==> config.mk <==
export PLATFORM = sky130hd
export DESIGN_NAME = aud_in_samp_wr
export DESIGN_NICKNAME = d
export VERILOG_FILES = /design/src/rtl/aud_in_samp_wr.sv
export SDC_FILE = /design/constraint.sdc
export NUM_CORES = 1
export LEC_CHECK = 0
export BUFFER_PORTS_ARGS = -buffer_cell sky130_fd_sc_hd__buf_2
export CORE_AREA = 2 2 76 78
export DETAILED_ROUTE_END_ITERATION = 12
export DIE_AREA = 0 0 78 80
export PLACE_DENSITY = 0.77
export SETUP_SLACK_MARGIN = 0.2
export SYNTH_ARGS = -nofsm -noshare
export SYNTH_HDL_FRONTEND = slang
export SYNTH_SLANG_ARGS = --single-unit
==> constraint.sdc <==
create_clock -name clk -period 4.5 [get_ports clk]
set_input_delay 0.45 -clock clk [delete_from_list [all_inputs] [get_ports clk]]
set_output_delay 0.45 -clock clk [all_outputs]
set_load 0.01 [all_outputs]
==> src/rtl/aud_in_samp_wr.sv <==
// aud_in_samp_wr: writes a PCM sample stream into a sample-buffer ring of
// fixed-length frames, one 16-bit half per write.
// Ports: clk, rst_n (async, active-low); cfg_en capture enable;
// s_vld/s_rdy/s_data sample input; sample_buf_* core-side write port;
// frm_done/frm_idx completion pulse; frm_ack/frm_used held-frame count;
// ovf/ovf_clr sticky overflow.
// Macro AUD_IN_SAMP_WR_DROP_EN: drop samples while the ring is full
// (sets ovf). When undefined, the input stalls while full and ovf is 0.
module aud_in_samp_wr #(
    parameter int W = 16,
    parameter int S_BUF_AW = 10,
    parameter int FRAME_LEN = 256,
    localparam int NFRM = (2 ** (S_BUF_AW + 1)) / FRAME_LEN,
    localparam int FIDX_W = (NFRM > 1) ? $clog2(NFRM) : 1
) (
    input  logic                clk,
    input  logic                rst_n,
    input  logic                cfg_en,
    input  logic                s_vld,
    output logic                s_rdy,
    input  logic [W-1:0]        s_data,
    input  logic                frm_ack,
    output logic [S_BUF_AW-1:0] sample_buf_addr,
    output logic                sample_buf_en,
    output logic                sample_buf_we,
    output logic [1:0]          sample_buf_wbe,
    output logic [2*W-1:0]      sample_buf_wdata,
    output logic                frm_done,
    output logic [FIDX_W-1:0]   frm_idx,
    output logic [FIDX_W:0]     frm_used,
    output logic                ovf,
    input  logic                ovf_clr
);

    localparam int LG = $clog2(FRAME_LEN);
    localparam logic [FIDX_W:0] NFRM_U = (FIDX_W + 1)'(NFRM);

    typedef enum logic [1:0] {
        IDLE,
        RUN,
        DRAIN
    } state_t;

    state_t              state;
    logic [S_BUF_AW:0]   wp;
    logic                done_p;
    logic                acc;
    logic                wr;
    logic                inc;
    logic                dec;
    logic [FIDX_W:0]     used_nx;

    assign acc = (state == RUN) & s_vld & s_rdy;

`ifdef AUD_IN_SAMP_WR_DROP_EN
    logic full;
    assign full = (frm_used == NFRM_U);
    // a sample taken while full is swallowed: no write, pointer holds
    assign wr = acc & ~full;
`else
    logic unused_ovf_clr;
    assign unused_ovf_clr = ovf_clr;
    assign wr = acc;
    assign ovf = 1'b0;
`endif

    // last sample of a frame: low pointer bits all ones
    assign inc = wr & (&wp[LG-1:0]);
    assign dec = (state == RUN) & frm_ack & (frm_used != '0);

    always_comb begin
        used_nx = frm_used;
        if (inc & ~dec)
            used_nx = frm_used + 1'b1;
        else if (dec & ~inc)
            used_nx = frm_used - 1'b1;
    end

    always_ff @(posedge clk or negedge rst_n) begin
        if (!rst_n) begin
            state            <= IDLE;
            wp               <= '0;
            done_p           <= 1'b0;
            s_rdy            <= 1'b0;
            sample_buf_addr  <= '0;
            sample_buf_en    <= 1'b0;
            sample_buf_we    <= 1'b0;
            sample_buf_wbe   <= '0;
            sample_buf_wdata <= '0;
            frm_done         <= 1'b0;
            frm_idx          <= '0;
            frm_used         <= '0;
        end else begin
            sample_buf_en <= wr;
            sample_buf_we <= wr;
            if (wr) begin
                sample_buf_addr  <= wp[S_BUF_AW:1];
                sample_buf_wbe   <= wp[0] ? 2'b10 : 2'b01;
                sample_buf_wdata <= {s_data, s_data};
            end
            // completion is staged one cycle so it lands after its write
            done_p   <= inc;
            frm_done <= done_p;
            if (inc)
                frm_idx <= FIDX_W'(wp >> LG);

            unique case (state)
                IDLE: begin
                    wp       <= '0;
                    frm_used <= '0;
                    s_rdy    <= cfg_en;
                    if (cfg_en)
                        state <= RUN;
                end
                RUN: begin
                    if (wr)
                        wp <= wp + 1'b1;
                    frm_used <= used_nx;
                    if (!cfg_en) begin
                        state <= DRAIN;
                        s_rdy <= 1'b0;
                    end else begin
`ifdef AUD_IN_SAMP_WR_DROP_EN
                        s_rdy <= 1'b1;
`else
                        s_rdy <= (used_nx != NFRM_U);
`endif
                    end
                end
                DRAIN: begin
                    // last write is on the bus now, done_p drains
                    // through frm_done on this edge
                    wp       <= '0;
                    frm_used <= '0;
                    s_rdy    <= 1'b0;
                    state    <= IDLE;
                end
                default: begin
                    s_rdy <= 1'b0;
                    state <= IDLE;
                end
            endcase
        end
    end

`ifdef AUD_IN_SAMP_WR_DROP_EN
    always_ff @(posedge clk or negedge rst_n) begin
        if (!rst_n)
            ovf <= 1'b0;
        else if (acc & full)
            ovf <= 1'b1;
        else if (ovf_clr)
            ovf <= 1'b0;
    end
`endif

endmodule

=== After elaboration in Yosys (flattened, before gate mapping) ===
Index checks and enable logic that the tools add are counted.

* Bits in registers: 68
* Logic and storage cells: 47
* Input port bits: 22

* Bitwise logic cells: 9
* Mux-type cells: 11
* $add $sub $neg: 3
* Reduce and logical (&&, ||, !) cells: 7
* Equality and inequality tests: 6

{| class="wikitable"
|+ Operators with widths
! kind !! count
|-
| $pmux W11 S2 || 1
|-
| $add A11 B1 Y11 const B || 1
|-
| $mux W11 || 1
|-
| $mux W4 || 2
|-
| $pmux W4 S2 || 1
|-
| $reduce_and A8 Y1 || 1
|-
| $and A1 B1 Y1 || 7
|-
| $mux W2 || 3
|-
| $ne A2 B2 Y1 const B || 3
|-
| $add A4 B1 Y4 const B || 1
|-
| $ne A4 B4 Y1 const B || 1
|-
| $pmux W2 S2 || 1
|-
| $reduce_and A2 Y1 || 2
|-
| $reduce_bool A4 Y1 || 1
|-
| $sub A4 B1 Y4 const B || 1
|-
| $eq A2 B1 Y1 const B || 1
|-
| $eq A2 B2 Y1 const B || 1
|-
| $logic_not A2 Y1 || 1
|-
| $not A1 Y1 || 2
|-
| $pmux W1 S2 || 1
|-
| $reduce_bool A2 Y1 || 1
|-
| $reduce_or A2 Y1 || 1
|-
| $mux W1 || 1
|}

=== Depth between registers and ports, before layout ===
Gate-level depths: netlist of run 1.

* Word-level depth: 11
* Mapped depth: 8
* Mapped depth without buffers: 7

=== Worst setup path after synthesis of run 1 ===
Ideal clock, no wire load.

* Kind: reg-to-reg
* Start point: register frm_used[0]
* End point: register s_rdy
* Path slack: 2.514 ns
* Library setup time: 0.138 ns
* Data arrival time: 1.848 ns
* Period minus slack after synthesis: 1.986 ns
* Cell stages (with the launch flop): 9
* Path through: dfrtp_1 > inv_1 > ha_1 > or3b_1 > clkbuf_1 > a211o_1 > mux2_2 > o31ai_1 > a311oi_1

* Word-level cells in the longest chain between the ends: 8
* Elaborated cells on any way between the ends: 12
* Those cells by class: add/sub: 2; eq/ne: 1; mux: 4; bitwise: 4; reduce/logical: 1

{| class="wikitable"
|+ RTL lines
! what !! line !! text
|-
| start: declaration || 30 || <nowiki>output logic [FIDX_W:0] frm_used,</nowiki>
|-
| start signal: assignment || 118 || <nowiki>frm_used <= used_nx;</nowiki>
|-
| branches (longest 4 deep; another with $sub A4 B1 Y4) || - ||
|-
| $mux W4 (*) || 73 || <nowiki>if (inc & ~dec)</nowiki>
|-
| $ne A4 B4 Y1 (*) || 126 || <nowiki>s_rdy <= (used_nx != NFRM_U);</nowiki>
|-
| $mux W1 (*) || 119 || <nowiki>if (!cfg_en) begin</nowiki>
|-
| $pmux W1 S2 (*) || 107 || <nowiki>unique case (state)</nowiki>
|-
| end signal: assignment || 111 || <nowiki>s_rdy <= cfg_en;</nowiki>
|-
| end signal: assignment || 126 ||
|-
| end: declaration || 20 || <nowiki>output logic s_rdy,</nowiki>
|}

Mark *: on every way between the ends.
A chain may end at the register's enable or synchronous reset.

=== Final worst setup path of run 1 ===
* Start point: register state[1]
* End point: register s_rdy

* Word-level cells in the longest chain between the ends: 11
* Elaborated cells on any way between the ends: 16
* Those cells by class: eq/ne: 2; mux: 4; bitwise: 9; reduce/logical: 1

{| class="wikitable"
|+ RTL lines
! what !! line !! text
|-
| start: declaration || 44 || <nowiki>state_t state;</nowiki>
|-
| start signal: assignment || 81 || <nowiki>state <= IDLE;</nowiki>
|-
| start signal: assignment || 113 || <nowiki>state <= RUN;</nowiki>
|-
| start signal: assignment || 120 || <nowiki>state <= DRAIN;</nowiki>
|-
| $eq A2 B1 Y1 || 53, 69, 107 ||
|-
| $and A1 B1 Y1 (2 in series) || 53 || <nowiki>assign acc = (state == RUN) & s_vld & s_rdy;</nowiki>
|-
| $and A1 B1 Y1 || 68 || <nowiki>assign inc = wr & (&wp[LG-1:0]);</nowiki>
|-
| $not A1 Y1 || 75 || <nowiki>else if (dec & ~inc)</nowiki>
|-
| $and A1 B1 Y1 || 75 ||
|-
| $mux W4 || 75 ||
|-
| $mux W4 || 73 ||
|-
| $ne A4 B4 Y1 || 126 ||
|-
| $mux W1 || 119 ||
|-
| $pmux W1 S2 (*) || 107 ||
|}

Mark *: on every way between the ends. The rest lies on a longest branch, timed or not.

==> results of run 1 <==
## power by group
part | total, mW | switching [mW] | internal [mW] | leakage [nW]
Combinational | 0.185 | 0.109 | 0.0765 | 0.814
Clock | 0.267 | 0.142 | 0.125 | 0.0445
Sequential | 0.537 | 0.0270 | 0.510 | 0.697
## per-stage QoR
stage / area [µm²] / power [mW] / std cells / hold slack [ns]
floorplan: 2354 / 0.6852 / 247 / 0.1544
global placement: 2646 / 0.7299 / 367 / 0.3383
detailed placement: 2646 / 0.7355 / 367 / 0.3379
CTS: 2740 / 1.006 / 375 / 0.2791
global route: 2740 / 1.048 / 375 / 0.3012
finish: 2740 / 0.9884 / 375 / 0.2513
## per-layer routing
layer	track usage [%]	up-vias	share of wire, %	wire (µm)
met5	0	-	0	0
met4	4.737	0	1.2	53
met3	3.620	6	6.0	263
met2	24.91	55	45	1942
met1	18.71	833	48	2096
li1	-	878	-	-
## final timing paths
| check | to | slack, ns | cells after the start |
|---|---|---|---|
| setup / recovery | s_rdy | 1.66 | 6 |
| hold / removal | sample_buf_wdata[24] | 0.25 | 2 |
| setup reg to reg | s_rdy | 1.66 | 6 |
| hold reg to reg | frm_done | 0.36 | 0 |
| max in group asynchronous | wp[5] | 3.80 | 2 |
| min in group clk | state[1] | 0.33 | 2 |
## placed cells by master, fill, tap and decap left out, types with 4 or more instances in the layout
master,n
inv_1,4
buf_2,75
nand2_1,94
clkbuf_8,6
dfrtp_1,52
xor2_1,6
nor2_1,15
nand4_1,4
xnor2_1,6
mux2_2,4
## cell families (layout without fill, tap and decap cells)
group / after synthesis / count (layout) / synth area share [%]
mux: 7 / 7 / 3.190
buf+inv: 33 / 89 / 8.452
xor+xnor: 12 / 12 / 4.466
other cells: 1 / 1 / 0.1593
flops: 52 / 52 / 55.29
compound gates: 10 / 10 / 2.924
fa+ha+maj: 3 / 3 / 1.595
simple gates: 129 / 129 / 23.92
## cells in the mapped netlist (all sizes together), types with 3 or more instances
cell type / instances / share of area [%]
a21oi: 3 / 0.64
buf: 19 / 6.2
clkbuf: 9 / 1.4
dfrtp: 52 / 55
ha: 3 / 1.6
inv: 5 / 0.80
mux2: 4 / 1.9
mux2i: 3 / 1.3
nand2: 94 / 15
nand3: 3 / 0.64
nand4: 5 / 1.6
nor2: 15 / 2.4
nor3: 3 / 0.64
xnor2: 6 / 2.2
xor2: 6 / 2.2
## sequential cells by signal, summed over array words and instances, names as in the netlist
signal / count
wp: 11
sample_buf_wdata: 16
frm_idx: 3
done_p: 1
frm_done: 1
sample_buf_wbe: 2
s_rdy: 1
state: 2
sample_buf_we: 1
frm_used: 4
sample_buf_addr: 10
## final cells by class
class                           instances  area (µm²)  area share (%)
Clock buffer                            7       86.33           3.151
Clock inverter                          1       7.507          0.2740
Inverter                                5       18.77          0.6849
Multi-Input combinational cell        162       853.3           31.14
Sequential cell                        52        1301           47.49
Tap cell                               72       90.09           3.288
Timing Repair Buffer                   76       382.9           13.97
==> results.py, run 1 <==
metrics = {
    "global_routing": {
        "grt_remaining_overflow": 0,
        "grt_pass1_wl_mm": 7.376,
        "antenna_found_initial": 0,
        "grt_usage_pct": 14.75,
        "grt_pass1_vias": 1675,
        "grt_max_degree": 53,
    },
    "worst_setup_path": {
        "worst_ep_required_time_ns": 4.67,
        "critPathMaxStageDelay_ns": 0.64,
        "cp.arrival_ns": 3.01,
        "crit_path_end_kind": "register",
        "cp_top_family": "simple AND/OR/NAND/NOR gates",
        "reg2reg_from": "state[1]",
        "crit_start": "state[1]",
        "path_max_fanout": 34,
        "worstSetupPathType": "reg -> reg",
        "crit_path_top_delay_cell": "inv_2",
        "cp_cell_sequence": "nand4b_4 -> inv_2 -> nand4_2 -> xor2_1 -> o31ai_1 -> a311oi_1",
        "start_kind": "register",
        "path_buf_inv": 1,
    },
    "synth": {
        "netlist_area_um2": 2354,
        "ys_seq_elements": 52,
        "synth_edf_count": 0,
        "synth_cell_types": 32,
        "async_reset_ff_share_pct": 100.0,
        "yosysSeqAreaShare_pct": 55.29,
        "postSynthAreaPerCell_um2": 9.528,
        "synth_nets": 272,
        "synthFlopType": "dfrtp_1",
        "netlist_instances": 247,
        "ys_warn_count": 0,
    },
    "sta": {
        "hold_viol": 0,
        "fin_crit_sh_pct": 63.21,
        "setup-tns-final_ns": 0,
        "slew_headroom_pct": 57.00,
        "slew_viol_final": 0,
        "setup_viol": 0,
        "fin_skew_ns": 0.008549,
        "tightest_slew_ns": 0.6451,
        "finalWorstSetupSlack_ns": 1.656,
        "fmax_mhz": 351.6,
        "rsz0062_at_grt": "no",
        "fin_crit_ns": 2.844,
    },
    "power_and_ir_drop": {
        "leakagePower_nw": 1.555,
        "powerDensity_nw_per_um2": 360.7,
        "ir_drop_mv": 0.1300,
    },
    "cts": {
        "postCtsHoldBufs": 0,
        "cts_resized": 0,
        "cts_max_level": 2,
        "cts-root-buf": "clkbuf_8",
        "cts_buffer_depth": 2,
        "cts_sinks": 52,
        "post_cts_buffers": 0,
        "clock_latency_ns": 0.30,
        "cts_tree": "yes",
        "cts-buffers-inserted": 5,
        "clk_pin_slew_ns": 0.09,
    },
    "final_layout": {
        "utilization_pct": 50.69,
        "fillCellCount": 520,
        "nNetsFinal": 327,
        "antenna_cells": 0,
        "drive_above_1_share_pct": 29.70,
        "area_delta_synth_final_pct": 16.43,
    },
    "placement": {
        "dpl.hpwl_mm": 2.906,
        "gp_congestion": 0.8075,
        "place.port_buffers": 75,
        "pre_cts_slack_ns": 1.500,
    },
    "run_status": {
        "outcome": "completed",
    },
    "route": {
        "drtIter0Drc": 94,
        "drc_errors": 0,
        "antenna_left": 0,
        "wire_per_inst_um": 11.62,
        "dr.pass1.iters": 4,
        "vias": 1772,
        "drt-total-wl_mm": 4.356,
        "vias_per_cell": 4.725,
    },
    "die": {
        "die_y_um": 80,
        "fp.dieArea_um2": 6240,
        "die_w_um": 78,
        "io_pins": 78,
        "rows": 27,
        "core_region_area_um2": 5405,
        "start_util_pct": 43.54,
    },
    "hold_path": {
        "hold_class": "in -> async",
    },
    "flow_run": {
        "maxCapViolations": 0,
    },
}
Note: power is estimated with default switching activity, not from simulation.
==> run 2: changes to the inputs <==
--- a/config.mk
+++ b/config.mk
@@ -5,11 +5,12 @@
 export SDC_FILE = /design/constraint.sdc
 export NUM_CORES = 1
 export LEC_CHECK = 0
+export ABC_AREA = 1
 export BUFFER_PORTS_ARGS = -buffer_cell sky130_fd_sc_hd__buf_2
-export CORE_AREA = 2 2 76 78
+export CORE_AREA = 2 2 77 79
 export DETAILED_ROUTE_END_ITERATION = 12
-export DIE_AREA = 0 0 78 80
-export PLACE_DENSITY = 0.77
+export DIE_AREA = 0 0 79 81
+export PLACE_DENSITY = 0.8
 export SETUP_SLACK_MARGIN = 0.2
 export SYNTH_ARGS = -nofsm -noshare
 export SYNTH_HDL_FRONTEND = slang
==> constraint.sdc (replaced) <==
create_clock -name clk -period 2.5 [get_ports clk]
set_input_delay 0.25 -clock clk [delete_from_list [all_inputs] [get_ports clk]]
set_output_delay 0.25 -clock clk [all_outputs]
set_load 0.01 [all_outputs]
==> results.py, run 2 <==
metrics = {
    "run_status": {
        "outcome": "completed",
    },
    "synth": {
        "ys_warn_count": 0,
        "yosysSeqAreaShare_pct": 53.72,
        "synth_cell_types": 27,
        "synth_nets": 300,
        "yosysTopAreaCellShare_pct": 53.72,
        "netlist_area_um2": 2422,
        "synth_edf_count": 0,
        "yosys.cell_count.top_type": "nand2_1",
        "yosys-top-cells-count": "95 x nand2_1, 52 x dfrtp_1, 24 x inv_1",
        "postSynthAreaPerCell_um2": 8.808,
        "async_reset_ff_share_pct": 100.0,
        "netlist_instances": 275,
        "yosys-top-cells-area": "dfrtp_1 54%, nand2_1 15%, buf_4 5.6%",
        "ys_seq_elements": 52,
        "synthFlopType": "dfrtp_1",
        "synth_largest_area_cell": "dfrtp_1",
    },
    "sta": {
        "fmax_mhz": 494.3,
        "setup_viol": 0,
        "fin_skew_ns": 0.005940,
        "setup-tns-final_ns": 0,
        "whs_ns": 0.05338,
        "slew_headroom_pct": 58.02,
        "fin_crit_sh_pct": 80.92,
        "hold_viol": 0,
        "rsz0062_at_grt": "no",
        "finalWorstSetupSlack_ns": 0.4769,
        "slew_viol_final": 0,
        "tightest_slew_ns": 0.6297,
        "fin_crit_ns": 2.023,
    },
    "die": {
        "die_w_um": 79,
        "io_pins": 78,
        "fp.dieArea_um2": 6399,
        "die_y_um": 81,
        "start_util_pct": 42.68,
        "core_region_area_um2": 5675,
        "rows": 28,
    },
    "worst_setup_path": {
        "crit_top_cell": "nand3_1",
        "rrSetupSlack_ns": 0.48,
        "crit_path_top_delay_cell": "dfrtp_1",
        "r2r-end": "s_rdy",
        "reg2reg_from": "state[0]",
        "critPathMaxStageDelay_ns": 0.63,
        "crit_path_end_kind": "register",
        "cp_cell_sequence": "inv_2 -> nor2_4 -> nand2_2 -> nor2_4 -> nand3_1 -> nand3_1 -> nand3_1 -> nor2_1 -> a21oi_1",
        "path_max_fanout": 13,
        "crit_start": "state[0]",
        "cp.arrival_ns": 2.22,
        "start_kind": "register",
        "worst_ep_required_time_ns": 2.70,
        "rr_worst_depth": 9,
        "worstSetupPathType": "reg -> reg",
    },
    "route": {
        "vias": 1936,
        "drtIter0Drc": 127,
        "drc_errors": 0,
        "antenna_left": 0,
        "wire_per_inst_um": 11.37,
        "drt-total-wl_mm": 4.650,
        "vias_per_cell": 4.733,
        "dr.pass1.iters": 4,
    },
    "final_layout": {
        "stdcell_count": 409,
        "final_cell_mix": "95 x nand2_1, 75 x buf_2, 52 x dfrtp_1",
        "drive_above_1_share_pct": 28.74,
        "biggestRegsByFlops": "sample_buf_wdata x16, wp x11, sample_buf_addr x10",
        "largest_reg_flops": 16,
        "nNetsFinal": 358,
        "finalInstanceArea_um2": 2825,
        "register_area_um2": 1301,
        "multi_input_area_um2": 852.1,
        "top_register": "sample_buf_wdata",
        "fillCellCount": 576,
        "utilization_pct": 49.78,
        "layout_commonest_cell": "nand2_1",
        "antenna_cells": 0,
        "area_delta_synth_final_pct": 16.63,
    },
    "placement": {
        "dpl.hpwl_mm": 3.284,
        "dp_cells": 401,
        "gp_congestion": 0.7743,
        "place.port_buffers": 75,
        "dpl_cell_area_um2": 2731,
        "pre_cts_slack_ns": 0.5109,
    },
    "power_and_ir_drop": {
        "p_sw_uw": 509.2,
        "pwr-share-comb_pct": 18.3,
        "p_total_mw": 1.782,
        "swShare_pct": 28.57,
        "leakagePower_nw": 1.601,
        "ir_drop_mv": 0.3295,
        "clkPwrFrac_pct": 27.6,
        "power_frac_seq_pct": 54.1,
        "p_int_mw": 1.273,
        "powerDensity_nw_per_um2": 630.8,
    },
    "flow_run": {
        "maxCapViolations": 0,
    },
    "cts": {
        "cts-buffers-inserted": 5,
        "clk_pin_slew_ns": 0.09,
        "cts_resized": 0,
        "postCtsHoldBufs": 0,
        "clock_latency_ns": 0.30,
        "cts_max_level": 2,
        "cts_tree": "yes",
        "cts-root-buf": "clkbuf_8",
        "cts_sinks": 52,
        "post_cts_buffers": 0,
        "cts_buffer_depth": 2,
    },
    "global_routing": {
        "antenna_found_initial": 0,
        "grt_pass1_vias": 1835,
        "grt_usage_pct": 15.35,
        "grt_max_degree": 53,
        "grt_remaining_overflow": 0,
        "grt_pass1_wl_mm": 7.810,
    },
    "hold_path": {
        "hold_class": "in -> async",
    },
}
-- run 2: changes by cell type in the layout (fill, tap and decap cells not counted), moves of 4 or more --
| cell | previous run | this run |
|---|---|---|
| inv_1 | 4 | 24 |
| o21ai_0 | 2 | 19 |
| nand3_1 | 3 | 14 |
| a21oi_1 | 3 | 11 |
| nor2_1 | 15 | 7 |
| xnor2_1 | 6 | 0 |
| mux2_2 | 4 | 0 |
-- run 2: cell type report --
| class | instances | area share [%] |
|---|---|---|
| Sequential cell | 52 | 46.06 |
| Multi-Input combinational cell | 172 | 30.16 |
| Timing Repair Buffer | 77 | 13.82 |
| Inverter | 25 | 3.322 |
| Tap cell | 75 | 3.322 |
| Clock buffer | 7 | 3.056 |
| Clock inverter | 1 | 0.2657 |
-- run 2: power by group through the flow --
stage                     Sequential, mW  Combinational, mW  Clock [mW]
after floorplan                     1.01              0.210           0
after global placement             0.976              0.327           0
after detailed placement           0.980              0.332           0
after CTS                          0.966              0.332       0.514
after global routing               0.974              0.368       0.552
final                              0.964              0.326       0.492
-- run 2: kinds of logic after synthesis --
logic type      synth area share, %
buf+inv                       11.10
fa+ha+maj                     1.550
xor+xnor                      1.085
simple gates                  25.47
other cells                  0.1548
flops                         53.72
compound gates                6.921
-- run 2: critical path: cells and delay by family, from the launching register on --
| kind | cells | cell delay (ns) |
|---|---|---|
| buf+inv | 1 | 0.18 |
| flops | 1 | 0.63 |
| simple gates | 7 | 1.03 |
| compound gates | 1 | 0.08 |
-- run 2: worst max-delay path by stage --
| stage | to | slack (ns) | cells after the start |
|---|---|---|---|
| 2_1_floorplan | s_rdy | 0.92 | 12 |
| 3_3_place_gp | s_rdy | 0.54 | 9 |
| 3_5_place_dp | s_rdy | 0.51 | 9 |
| 4_1_cts | s_rdy | 0.48 | 9 |
| 5_1_grt | s_rdy | 0.28 | 10 |
| 6_report | s_rdy | 0.48 | 9 |
-- run 2: metal layers --
layer  track usage (%)  routed length [µm]
met5                 0                   0
met4             6.552                  73
met3             2.667                 261
met2             26.86                2190
met1             18.76                2125
==> run 3: changes to the inputs <==
--- a/config.mk
+++ b/config.mk
@@ -5,11 +5,11 @@
 export SDC_FILE = /design/constraint.sdc
 export NUM_CORES = 1
 export LEC_CHECK = 0
-export ABC_AREA = 1
+export ABC_AREA = 0
 export BUFFER_PORTS_ARGS = -buffer_cell sky130_fd_sc_hd__buf_2
-export CORE_AREA = 2 2 77 79
+export CORE_AREA = 2 2 76 78
 export DETAILED_ROUTE_END_ITERATION = 12
-export DIE_AREA = 0 0 79 81
+export DIE_AREA = 0 0 78 80
 export PLACE_DENSITY = 0.8
 export SETUP_SLACK_MARGIN = 0.2
 export SYNTH_ARGS = -nofsm -noshare
==> constraint.sdc (replaced) <==
create_clock -name clk -period 1.7 [get_ports clk]
set_input_delay 0.17 -clock clk [delete_from_list [all_inputs] [get_ports clk]]
set_output_delay 0.17 -clock clk [all_outputs]
set_load 0.01 [all_outputs]
==> results.py, run 3 (same netlist as run 1, synthesis figures left out) <==
metrics = {
    "cts": {
        "cts-root-buf": "clkbuf_8",
        "cts_max_level": 2,
        "clock_latency_ns": 0.30,
        "cts_tree": "yes",
        "cts_sinks": 52,
        "clk_pin_slew_ns": 0.09,
        "cts_buffer_depth": 2,
        "cts-buffers-inserted": 5,
    },
    "sta": {
        "fin_crit_ns": 1.862,
        "tightest_slew_ns": 0.5039,
        "rsz0062_at_grt": "yes",
        "slew_headroom_pct": 66.37,
        "fin_skew_ns": 0.006772,
        "fmax_mhz": 537.0,
        "fin_crit_sh_pct": 109.5,
        "hold_viol": 0,
        "finalWorstSetupSlack_ns": -0.1623,
        "setup_viol": 3,
        "slew_viol_final": 0,
    },
    "worst_setup_path": {
        "crit_path_end_kind": "register",
        "critPathMaxStageDelay_ns": 0.42,
        "cp_top_family": "compound AO/OA/AOI/OAI gates",
        "rr_worst_depth": 7,
        "cp_cell_sequence": "inv_2 -> ha_4 -> or3b_4 -> a211o_1 -> mux2_2 -> o31ai_2 -> a311oi_1",
        "path_buf_inv": 1,
        "crit_path_top_delay_cell": "dfrtp_2",
        "path_max_fanout": 5,
        "start_kind": "register",
        "cp.arrival_ns": 2.04,
        "worst_ep_required_time_ns": 1.88,
        "worstSetupPathType": "reg -> reg",
        "cp.depth": 7,
    },
    "route": {
        "dr.pass1.iters": 4,
        "vias_per_cell": 4.639,
        "antenna_left": 0,
        "drtIter0Drc": 84,
        "wire_per_inst_um": 12.14,
        "vias": 1874,
        "drc_errors": 0,
        "drt-total-wl_mm": 4.906,
    },
    "die": {
        "die_w_um": 78,
        "core_region_area_um2": 5405,
        "fp.dieArea_um2": 6240,
        "die_y_um": 80,
        "rows": 27,
        "io_pins": 78,
        "start_util_pct": 43.54,
    },
    "final_layout": {
        "area_delta_synth_final_pct": 30.89,
        "biggestRegsByFlops": "sample_buf_wdata x16, wp x11, sample_buf_addr x10",
        "top_register": "sample_buf_wdata",
        "final_cell_mix": "92 x nand2_1, 75 x buf_2, 49 x dfrtp_1",
        "layout_commonest_cell": "nand2_1",
        "largest_reg_flops": 16,
        "antenna_cells": 0,
        "drive_above_1_share_pct": 40.06,
        "nNetsFinal": 356,
    },
    "power_and_ir_drop": {
        "powerDensity_nw_per_um2": 900.9,
        "p_total_mw": 2.775,
        "ir_drop_mv": 0.4017,
        "leakagePower_nw": 1.751,
    },
    "hold_path": {
        "hold_class": "in -> reg",
        "hold_depth": 2,
    },
    "placement": {
        "gp_congestion": 0.7946,
        "place.port_buffers": 75,
        "dpl.hpwl_mm": 3.336,
        "pre_cts_slack_ns": -0.1894,
    },
    "global_routing": {
        "grt_max_degree": 53,
        "grt_pass1_wl_mm": 8.142,
        "grt_pass1_vias": 1795,
        "grt_usage_pct": 16.18,
        "antenna_found_initial": 0,
        "grt_remaining_overflow": 0,
    },
    "run_status": {
        "violations": "negative setup slack",
        "outcome": "finished, violations left",
    },
    "flow_run": {
        "maxCapViolations": 0,
    },
}
==> run 3: routing by layer <==
layer  wire length, µm  up-vias  track usage, %
li1                  -      932               -
met1              2232      880           20.78
met2              2351       56           27.33
met3               276        6           3.959
met4                46        0           4.561
met5                 0        -               0
==> run 3: worst paths after layout <==
path,to,start,slack (ns)
setup / recovery,s_rdy,frm_used[0],-0.16
hold / removal,state[1],cfg_en,0.02
setup reg to reg,s_rdy,frm_used[0],-0.16
hold reg to reg,frm_done,done_p,0.36
max in group asynchronous,frm_used[0],rst_n,1.05
min in group asynchronous,sample_buf_wdata[29],rst_n,0.38
==> run 3: report_power, final <==
part / switching [mW] / internal (mW) / total (mW)
combinational: 0.298 / 0.216 / 0.514
clock: 0.398 / 0.445 / 0.843
sequential: 0.0687 / 1.35 / 1.42
total: 0.765 / 2.01 / 2.78
==> run 3: layout make-up <==
type | count | area, µm²
fill | 481 | 2325
sequential | 52 | 1305
multi-input combinational | 162 | 925.9
timing repair buffer | 105 | 626.9
tap | 72 | 90.09
clock buffer | 6 | 72.57
clock inverter | 2 | 38.79
inverter | 5 | 21.27
==> run 3: what timing repair did <==
| item | 4_1_cts | 5_1_grt |
|---|---|---|
| endpoints found under the hold margin | 52 | 0 |
| hold buffers | 1 | 0 |
| resized for setup | 6 | 9 |
| gates cloned | 0 | 0 |
| pin swaps | 4 | 6 |
| endpoints found under the setup margin | 8 | 12 |
| buffers inserted | 2 | 5 |
==> run 3: through the flow <==
stage	setup TNS [ns]	std cells	instance area (µm²)	util (%)	hold slack [ns]
after floorplan	-0.3262	247	2387	-	-0.1256
after global placement	-0.2311	388	2849	52.71	0.1832
after detailed placement	-0.4232	388	2849	52.71	0.1856
after CTS	-0.3983	399	3010	55.69	0.01261
after global routing	-0.6945	404	3080	56.99	0.01087
final	-0.4049	404	3080	56.99	0.02105
